===== config.mk =====
export PLATFORM = sky130hd
export DESIGN_NAME = unidad_carga_almacen
export DESIGN_NICKNAME = d
export VERILOG_FILES = /design/src/rtl/unidad_carga_almacen_pkg.sv /design/src/rtl/unidad_carga_almacen_alineador_bytes.sv /design/src/rtl/unidad_carga_almacen.sv
export SDC_FILE = /design/constraint.sdc
export NUM_CORES = 1
export LEC_CHECK = 0
export ABC_AREA = 1
export ABC_CLOCK_PERIOD_IN_PS = 2100
export CAP_MARGIN = 20
export CELL_PAD_IN_SITES_DETAIL_PLACEMENT = 0
export CELL_PAD_IN_SITES_GLOBAL_PLACEMENT = 1
export CORE_UTILIZATION = 34
export DETAILED_ROUTE_END_ITERATION = 7
export GPL_TIMING_DRIVEN = 0
export PLACE_DENSITY = 0.83
export SLEW_MARGIN = 20
export SYNTH_ARGS = -nofsm -noshare
export SYNTH_HDL_FRONTEND = slang
export SYNTH_SLANG_ARGS = --single-unit

===== constraint.sdc =====
create_clock -name clk -period 2.1 [get_ports clk]
set_clock_uncertainty 0.1 [all_clocks]
set_input_delay 0.21 -clock clk [delete_from_list [all_inputs] [get_ports clk]]
set_output_delay 0.21 -clock clk [all_outputs]
set_load 0.01 [all_outputs]

===== src/rtl/unidad_carga_almacen_pkg.sv =====
// Shared definitions for the load/store unit: access-size codes, FSM
// state encoding and the misalignment/illegal-access predicate.
package unidad_carga_almacen_pkg;

    localparam logic [1:0] TAM_BYTE    = 2'b00;
    localparam logic [1:0] TAM_MEDIA   = 2'b01;
    localparam logic [1:0] TAM_PALABRA = 2'b10;
    localparam logic [1:0] TAM_ILEGAL  = 2'b11;

    typedef enum logic [2:0] {
        INACTIVO = 3'd0,
        LEER     = 3'd1,
        LEER_MOD = 3'd2,
        ESCRIBIR = 3'd3,
        FALLO    = 3'd4
    } estado_t;

    // True when the request must be turned away: misaligned half/word or
    // the reserved size code.
    function automatic logic acceso_invalido(input logic [1:0] tamano,
                                             input logic [1:0] desp);
        logic invalido;
        case (tamano)
            TAM_MEDIA:   invalido = desp[0];
            TAM_PALABRA: invalido = (desp != 2'b00);
            TAM_ILEGAL:  invalido = 1'b1;
            default:     invalido = 1'b0;
        endcase
        return invalido;
    endfunction

endpackage


===== src/rtl/unidad_carga_almacen_alineador_bytes.sv =====
// Byte-lane steering for sub-word accesses (purely combinational).
//   palabra        : word read from memory
//   desplazamiento : byte offset inside the word
//   tamano         : access size code
//   con_signo      : sign-extend sub-word loads
//   dato_escritura : right-aligned store data (only the low half is needed)
//   valor_carga    : extracted and extended load value
//   palabra_fusion : palabra with the addressed lane replaced by store data
module alineador_bytes
    import unidad_carga_almacen_pkg::*;
#(
    parameter int ORDEN_GRANDE = 0
) (
    input  logic [31:0] palabra,
    input  logic [1:0]  desplazamiento,
    input  logic [1:0]  tamano,
    input  logic        con_signo,
    input  logic [15:0] dato_escritura,
    output logic [31:0] valor_carga,
    output logic [31:0] palabra_fusion
);

    logic [1:0]  carril_b;
    logic        carril_h;
    logic [7:0]  byte_sel;
    logic [15:0] media_sel;

    always_comb begin
        // Big-endian puts offset 0 in the top lane, so the lane index is
        // the offset mirrored.
        carril_b  = (ORDEN_GRANDE != 0) ? ~desplazamiento    : desplazamiento;
        carril_h  = (ORDEN_GRANDE != 0) ? ~desplazamiento[1] : desplazamiento[1];
        byte_sel  = palabra[{carril_b, 3'b000} +: 8];
        media_sel = palabra[{carril_h, 4'b0000} +: 16];

        case (tamano)
            TAM_BYTE:  valor_carga = {{24{con_signo & byte_sel[7]}}, byte_sel};
            TAM_MEDIA: valor_carga = {{16{con_signo & media_sel[15]}}, media_sel};
            default:   valor_carga = palabra;
        endcase

        palabra_fusion = palabra;
        case (tamano)
            TAM_BYTE:  palabra_fusion[{carril_b, 3'b000} +: 8]  = dato_escritura[7:0];
            TAM_MEDIA: palabra_fusion[{carril_h, 4'b0000} +: 16] = dato_escritura;
            default:   palabra_fusion = palabra;
        endcase
    end

endmodule


===== src/rtl/unidad_carga_almacen.sv =====
// Load/store unit between the MEM-stage control and a word-addressed data
// memory. Sub-word loads are extracted/extended; sub-word stores run as a
// read-modify-write because the memory only writes whole words.
//   clk, rst_n            : clock, asynchronous active-low reset
//   solicitud             : request valid, taken only while ocupado=0
//   es_escritura, tamano, con_signo, direccion_byte, dato_entrada : request
//   ocupado               : access in flight, pipeline stalls
//   listo                 : one-cycle completion pulse
//   dato_salida           : last load result (held)
//   error_alineacion      : one-cycle fault pulse, coincident with listo
//   mem_leer, mem_escribir, mem_direccion, mem_dato_escribir : to memory
//   mem_dato_leer         : combinational read data from memory
module unidad_carga_almacen
    import unidad_carga_almacen_pkg::*;
#(
    parameter int ANCHO_INDICE = 8,
    parameter int ORDEN_GRANDE = 0
) (
    input  logic        clk,
    input  logic        rst_n,
    input  logic        solicitud,
    input  logic        es_escritura,
    input  logic [1:0]  tamano,
    input  logic        con_signo,
    input  logic [31:0] direccion_byte,
    input  logic [31:0] dato_entrada,
    output logic        ocupado,
    output logic        listo,
    output logic [31:0] dato_salida,
    output logic        error_alineacion,
    output logic        mem_leer,
    output logic        mem_escribir,
    output logic [31:0] mem_direccion,
    output logic [31:0] mem_dato_escribir,
    input  logic [31:0] mem_dato_leer
);

    estado_t estado, estado_sig;

    logic [1:0]              tamano_r;
    logic                    con_signo_r;
    logic [1:0]              desp_r;
    logic [ANCHO_INDICE-1:0] indice_r;
    logic [31:0]             dato_r;
    logic [31:0]             fusion_r;

    logic [31:0] valor_carga;
    logic [31:0] palabra_fusion;
    logic [31:0] direccion_palabra;

    // Upper address bits are deliberately ignored (accesses alias).
    logic alias_unused;
    assign alias_unused = ^direccion_byte;

    assign direccion_palabra = {{(32-ANCHO_INDICE){1'b0}}, indice_r};
    assign ocupado           = (estado != INACTIVO);

    alineador_bytes #(.ORDEN_GRANDE(ORDEN_GRANDE)) u_alineador (
        .palabra        (mem_dato_leer),
        .desplazamiento (desp_r),
        .tamano         (tamano_r),
        .con_signo      (con_signo_r),
        .dato_escritura (dato_r[15:0]),
        .valor_carga    (valor_carga),
        .palabra_fusion (palabra_fusion)
    );

    always_ff @(posedge clk or negedge rst_n) begin
        if (!rst_n) estado <= INACTIVO;
        else        estado <= estado_sig;
    end

    // Memory strobes come straight from state, so a reset mid-access can
    // never leave a write strobe behind.
    always_comb begin
        estado_sig        = estado;
        mem_leer          = 1'b0;
        mem_escribir      = 1'b0;
        mem_direccion     = 32'd0;
        mem_dato_escribir = 32'd0;
        case (estado)
            INACTIVO: begin
                if (solicitud) begin
                    if (acceso_invalido(tamano, direccion_byte[1:0])) estado_sig = FALLO;
                    else if (!es_escritura)                           estado_sig = LEER;
                    else if (tamano == TAM_PALABRA)                   estado_sig = ESCRIBIR;
                    else                                              estado_sig = LEER_MOD;
                end
            end
            LEER: begin
                mem_leer      = 1'b1;
                mem_direccion = direccion_palabra;
                estado_sig    = INACTIVO;
            end
            LEER_MOD: begin
                mem_leer      = 1'b1;
                mem_direccion = direccion_palabra;
                estado_sig    = ESCRIBIR;
            end
            ESCRIBIR: begin
                mem_escribir      = 1'b1;
                mem_direccion     = direccion_palabra;
                mem_dato_escribir = (tamano_r == TAM_PALABRA) ? dato_r : fusion_r;
                estado_sig        = INACTIVO;
            end
            FALLO:   estado_sig = INACTIVO;
            default: estado_sig = INACTIVO;
        endcase
    end

    always_ff @(posedge clk or negedge rst_n) begin
        if (!rst_n) begin
            tamano_r         <= TAM_BYTE;
            con_signo_r      <= 1'b0;
            desp_r           <= 2'b00;
            indice_r         <= '0;
            dato_r           <= 32'd0;
            fusion_r         <= 32'd0;
            dato_salida      <= 32'd0;
            listo            <= 1'b0;
            error_alineacion <= 1'b0;
        end else begin
            listo            <= 1'b0;
            error_alineacion <= 1'b0;
            if (estado == INACTIVO && solicitud) begin
                tamano_r    <= tamano;
                con_signo_r <= con_signo;
                desp_r      <= direccion_byte[1:0];
                indice_r    <= direccion_byte[ANCHO_INDICE+1:2];
                dato_r      <= dato_entrada;
            end
            case (estado)
                LEER: begin
                    dato_salida <= valor_carga;
                    listo       <= 1'b1;
                end
                LEER_MOD: fusion_r <= palabra_fusion;
                ESCRIBIR: listo <= 1'b1;
                FALLO: begin
                    listo            <= 1'b1;
                    error_alineacion <= 1'b1;
                end
                default: ;
            endcase
        end
    end

endmodule

==> flow_summary.json, run 1 <==
{
  "synth-async-reset-ratio": 1.00,
  "peakVddDrop_v": 0.000781,
  "viasPerCell": 5.05,
  "clock_sinks": 114,
  "cp_slowest_cell": "dfrtp_1",
  "grt_pass1_vias": 7560,
  "period_needed_ns": 2.16,
  "place.gp.congestion": 0.939,
  "power_density_nw_per_um2": 1550,
  "fillerInstances": 2030,
  "fp.dieW_um": 146,
  "path_max_fanout": 5,
  "antenna_found_initial": 0,
  "grt_pass1_wl_mm": 42.1,
  "path_class": "register to primary output",
  "pin_count": 204,
  "dr.pass1.iters": 5,
  "die_area_um2": 21200,
  "clk-insertion-delay-late_ns": 0.43,
  "hp-class": "input pin to register",
  "fmax_mhz": 464,
  "critPathLaunchType": "register",
  "yosysMostFrequentCell": "nand2_1",
  "grt.total_usage": 0.260,
  "rows": 52,
  "yosysWarningCount": 0,
  "cts_tree": "yes",
  "worst_pin_slew_ns": 0.636,
  "critPathArrivalTime_ns": 1.85,
  "cp_slowest_stage_delay_ns": 0.41,
  "vias": 7669,
  "utilization": 0.496,
  "crit_family": "buffers and inverters",
  "drc": 0,
  "leakagePower_nw": 4.85,
  "nets": 1343,
  "r2r_start": "desp_r[1]",
  "dpl.hpwl_mm": 20.2,
  "portBuffers": 156,
  "layout-drive-gt1-share": 0.196,
  "path_clk_slew_ns": 0.06,
  "setup_slack_ns": -0.0555,
  "synth-edff-count": 0,
  "ys_seq_area_frac": 0.406,
  "postSynthAreaPerCell_um2": 6.93,
  "synthFlopType": "dfrtp_1",
  "core_area_um2": 20200,
  "cts_buffers": 17,
  "instances_no_fill": 1518,
  "slew_violations": 0,
  "synth_cell_types": 30,
  "maxSlewHeadroom": 0.576,
  "syn_to_final_growth_pct": 43.0,
  "synthCells": 1014,
  "holdPathEnd": "dato_r[22]",
  "crit_chain": "inv_2 -> nand2_4 -> nor2_4 -> buf_12 -> buf_8 -> buf_6 -> o21ai_2 -> nor2_2 -> buf_2",
  "grt_max_degree": 67,
  "critPathBufInv": 5,
  "grt.overflow.total": 0,
  "post_synth_main_area_contributors": "dfrtp_1 41%, nand2_1 13%, a21oi_1 7.5%",
  "drtIter0Drc": 671,
  "r2r_slack_ns": 0.09,
  "diodes": 0,
  "status": "finished with violations",
  "start_util": 0.347,
  "synth_area_um2": 7020,
  "reg2regPathDepth": 7,
  "final_cell_area_um2": 10000,
  "setup-tns-final_ns": -0.149,
  "failed_checks": "setup timing",
  "final-setup-viol-count": 7,
  "hold_depth": 3,
  "antenna_left": 0,
  "synth_largest_area_cell": "dfrtp_1",
  "end_kind": "primary output",
  "place_inst": 1464,
  "fin_crit_sh": 1.03,
  "maxCapViolations": 0,
  "root_buffer": "clkbuf_16",
  "synth_top_area_share": 0.406,
  "cts_max_path_buffers": 2,
  "min_from": "solicitud",
  "htree_levels": 4,
  "routed_wl_mm": 27.3,
  "ys_ff_latch": 114,
  "placed_cell_area_um2": 9040,
  "required_ns": 1.79,
  "final-hold-violation-count": 0,
  "post_drt_wl_per_cell_um": 18.0,
  "r2r-end": "fusion_r[21]",
  "synth_common_cells": "251 x nand2_1, 130 x nor2_1, 114 x dfrtp_1, 105 x a21oi_1, 101 x o21ai_0",
  "grt_setup_unrepaired": "yes",
  "die_h_um": 146
}
==> routing by layer <==
layer | share of wire | track usage | vias up
met5 | 0 | 0 | -
met4 | 0.033 | 0.109 | 0
met3 | 0.070 | 0.0464 | 51
met1 | 0.43 | 0.345 | 3630
li1 | - | - | 3689
met2 | 0.47 | 0.416 | 299
==> layout by cell type, fill, tap and decap left out, drive strengths merged, types with 8 or more instances in the layout <==
cell,Yosys,layout
a21boi,8,8
inv,80,79
buf,53,112
nand2,255,255
a21oi,115,115
nand4,23,23
clkbuf,34,49
nor2,135,135
o22ai,16,16
nand3,44,44
or2,24,24
conb,1,24
o21ai,102,102
clkdlybuf4s50,0,112
dfrtp,114,114
==> state kept, by name (all words and copies together) (netlist names) <==
name / cells
listo: 1
desp_r: 2
fusion_r: 32
indice_r: 8
dato_r: 32
estado: 3
dato_salida: 32
error_alineacion: 1
tamano_r: 2
con_signo_r: 1
==> metrics by stage <==
step / worst slack (ns) / power [W] / hold slack [ns]
floorplan: 0.149 / 0.00853 / -0.186
global placement: -3.93 / 0.0115 / 0.356
detailed placement: -0.529 / 0.0116 / 0.0807
CTS: -0.0979 / 0.0152 / 0.114
global route: -0.0916 / 0.0166 / 0.139
finish: -0.0555 / 0.0156 / 0.130
==> power by group <==
part	leakage (nW)	total [W]	internal, W	switching [W]
sequential	1.32	0.00428	0.00330	0.000986
combinational	3.21	0.00803	0.00312	0.00491
clock	0.316	0.00328	0.00217	0.00111
total	4.85	0.0156	0.00858	0.00701
==> area by class of cell <==
type                            count  area, um^2  area share
Buffer                             83         500      0.0498
Clock buffer                       19         453      0.0451
Clock inverter                     13         205      0.0204
Inverter                           81         322      0.0320
Multi-Input combinational cell    755        3660       0.365
Sequential cell                   114        2860       0.285
Tap cell                          270         338      0.0336
Timing Repair Buffer              183        1710       0.170
==> worst reg2reg max path: cells and delay by family, from the launching register on <==
family          cells  cell delay [ns]
compound gates      3             0.44
buf+inv             3             0.84
simple gates        1             0.09
flops               1             0.47
==> cell families after synthesis <==
logic type,share of synthesized area
AO/OA/AOI/OAI,0.183
buffers and inverters,0.110
other,0.000534
adder cells (fa/ha/maj),0.00891
flip-flops,0.406
AND/OR/NAND/NOR,0.292
==> worst max-delay path by stage <==
stage / to / cells after the start / startpoint
after global placement: dato_salida[20] / 1 / rst_n
after floorplan: fusion_r[0] / 8 / desp_r[1]
final: mem_dato_escribir[8] / 9 / estado[2]
after global routing: mem_dato_escribir[15] / 9 / estado[2]
after CTS: mem_dato_escribir[8] / 9 / estado[2]
after detailed placement: mem_dato_escribir[11] / 7 / estado[2]
==> timing repair <==
item	CTS	global route
gates cloned	3	1
hold endpoints to repair	48	0
buffers inserted	18	5
hold buffers	1	0
pin swaps	16	25
endpoints found under the setup margin	75	63
resized for setup	194	75
No activity file was read; power rests on OpenSTA's default activity.
==> run 2: changes to the inputs <==
- CORE_MARGIN: unset -> 10
- CTS_BUF_LIST: unset -> sky130_fd_sc_hd__clkbuf_8
==> flow_summary.json, run 2 (same netlist as run 1, synthesis figures left out) <==
{
  "status": "finished clean",
  "slew_violations": 0,
  "antenna_found_initial": 0,
  "swShare": 0.462,
  "p_switching_w": 0.00690,
  "cts_max_path_buffers": 2,
  "r2r_start": "desp_r[0]",
  "power_density_nw_per_um2": 1510,
  "cts_tree": "yes",
  "grt_max_degree": 70,
  "holdPathEnd": "dato_r[22]",
  "end_kind": "primary output",
  "place_inst": 1464,
  "drc": 0,
  "die_h_um": 164,
  "clk-insertion-delay-late_ns": 0.44,
  "die_area_um2": 26800,
  "top_regs": "dato_r: 32 flops, dato_salida: 32 flops, fusion_r: 32 flops",
  "routed_wl_mm": 28.4,
  "p_seq_frac": 0.283,
  "hold_depth": 3,
  "grt.total_usage": 0.207,
  "htree_levels": 4,
  "p_comb_frac": 0.555,
  "portBuffers": 156,
  "required_ns": 1.79,
  "min_from": "solicitud",
  "dpl.hpwl_mm": 21.7,
  "root_buffer": "clkbuf_8",
  "clock_sinks": 114,
  "maxCapViolations": 0,
  "rows": 52,
  "final-setup-viol-count": 0,
  "viasPerCell": 4.98,
  "critPathLaunchType": "register",
  "worst_pin_slew_ns": 0.662,
  "grt.overflow.total": 0,
  "vias": 7572,
  "start_util": 0.346,
  "fin_crit_sh": 0.994,
  "fillerInstances": 2110,
  "leakagePower_nw": 4.79,
  "critPathArrivalTime_ns": 1.78,
  "layout_commonest_cell": "nand2_1",
  "peakVddDrop_v": 0.000526,
  "grt_setup_unrepaired": "yes",
  "cts_buffers": 17,
  "syn_to_final_growth_pct": 40.5,
  "path_max_fanout": 5,
  "fmax_mhz": 479,
  "core_area_um2": 20300,
  "drtIter0Drc": 608,
  "setup_slack_ns": 0.0132,
  "fp.dieW_um": 164,
  "layout-drive-gt1-share": 0.192,
  "diodes": 0,
  "startpoint": "estado[2]",
  "reg2regPathDepth": 9,
  "path_class": "register to primary output",
  "dr.pass1.iters": 6,
  "r2r-end": "fusion_r[17]",
  "dp_slack_ns": -0.557,
  "hp-class": "input pin to register",
  "antenna_left": 0,
  "maxSlewHeadroom": 0.558,
  "grt_pass1_vias": 7550,
  "instances_no_fill": 1522,
  "pin_count": 204,
  "period_needed_ns": 2.09,
  "share_clk_of_total_power": 0.162,
  "path_clk_slew_ns": 0.07,
  "nets": 1349,
  "post_drt_wl_per_cell_um": 18.7,
  "grt_pass1_wl_mm": 43.2,
  "final-hold-violation-count": 0,
  "r2r_slack_ns": 0.11,
  "p_int_w": 0.00802,
  "final_cell_mix": "246 x nand2_1, 116 x nor2_1, 112 x clkdlybuf4s50_1",
  "place.gp.congestion": 0.951
}
==> run 2: final cells by class <==
class	instances	area, um^2	share of cell area
clock inverters	8	150	0.0152
well taps	270	338	0.0342
plain buffers	82	513	0.0520
inverters	81	330	0.0335
multi-input cells	755	3620	0.367
clock buffers	22	303	0.0307
flip-flops and latches	114	2860	0.290
repair buffers	190	1760	0.178
==> run 2: worst max-delay path by stage <==
stage / endpoint / slack (ns)
CTS: mem_dato_escribir[11] / -0.08
global placement: dato_salida[28] / -4.00
floorplan: fusion_r[0] / 0.15
detailed placement: mem_dato_escribir[11] / -0.56
global route: mem_leer / -0.08
finish: mem_dato_escribir[11] / 0.01
==> run 2: worst max-delay path, stage by stage, from the launching register on <==
cell and delay, ns:
dfrtp_1 0.39, inv_2 0.09, nand2_4 0.06, nor2_4 0.13, buf_6 0.14, buf_8 0.12, o21ai_1 0.09, nor2_2 0.15
buf_2 0.16
==> run 2: layer usage <==
metal  wire, um  up-vias  track usage
met2      13500      262        0.337
met5          0        -            0
met1      12300     3576        0.268
met4        588        0       0.0577
met3       2020       40       0.0503
li1           -     3694            -
==> run 2: timing repair <==
action | CTS | global route
pin swaps | 11 | 16
setup endpoints to repair | 75 | 68
endpoints found under the hold margin | 45 | 0
gates resized for setup | 204 | 64
buffers inserted | 16 | 13
hold buffers | 1 | 0
gates cloned | 1 | 2
==> run 2: metrics by stage <==
| step | TNS [ns] | utilization | power (W) | hold WS, ns | cell area, um^2 |
|---|---|---|---|---|---|
| floorplan | 0 | - | 0.00853 | -0.186 | 7110 |
| CTS | -0.429 | 0.474 | 0.0145 | 0.102 | 9620 |
| global route | -0.309 | 0.486 | 0.0160 | 0.120 | 9870 |
| detailed placement | -21.47 | 0.445 | 0.0117 | 0.0808 | 9040 |
| finish | 0 | 0.486 | 0.0149 | 0.110 | 9870 |
| global placement | -475.79 | 0.444 | 0.0116 | 0.357 | 9010 |
==> run 2: power groups by stage <==
stage	Combinational (W)	Sequential, W	Clock (W)
floorplan	0.00452	0.00401	0
global placement	0.00737	0.00421	0
detailed placement	0.00744	0.00422	0
CTS	0.00783	0.00419	0.00246
global route	0.00913	0.00435	0.00254
finish	0.00828	0.00422	0.00242
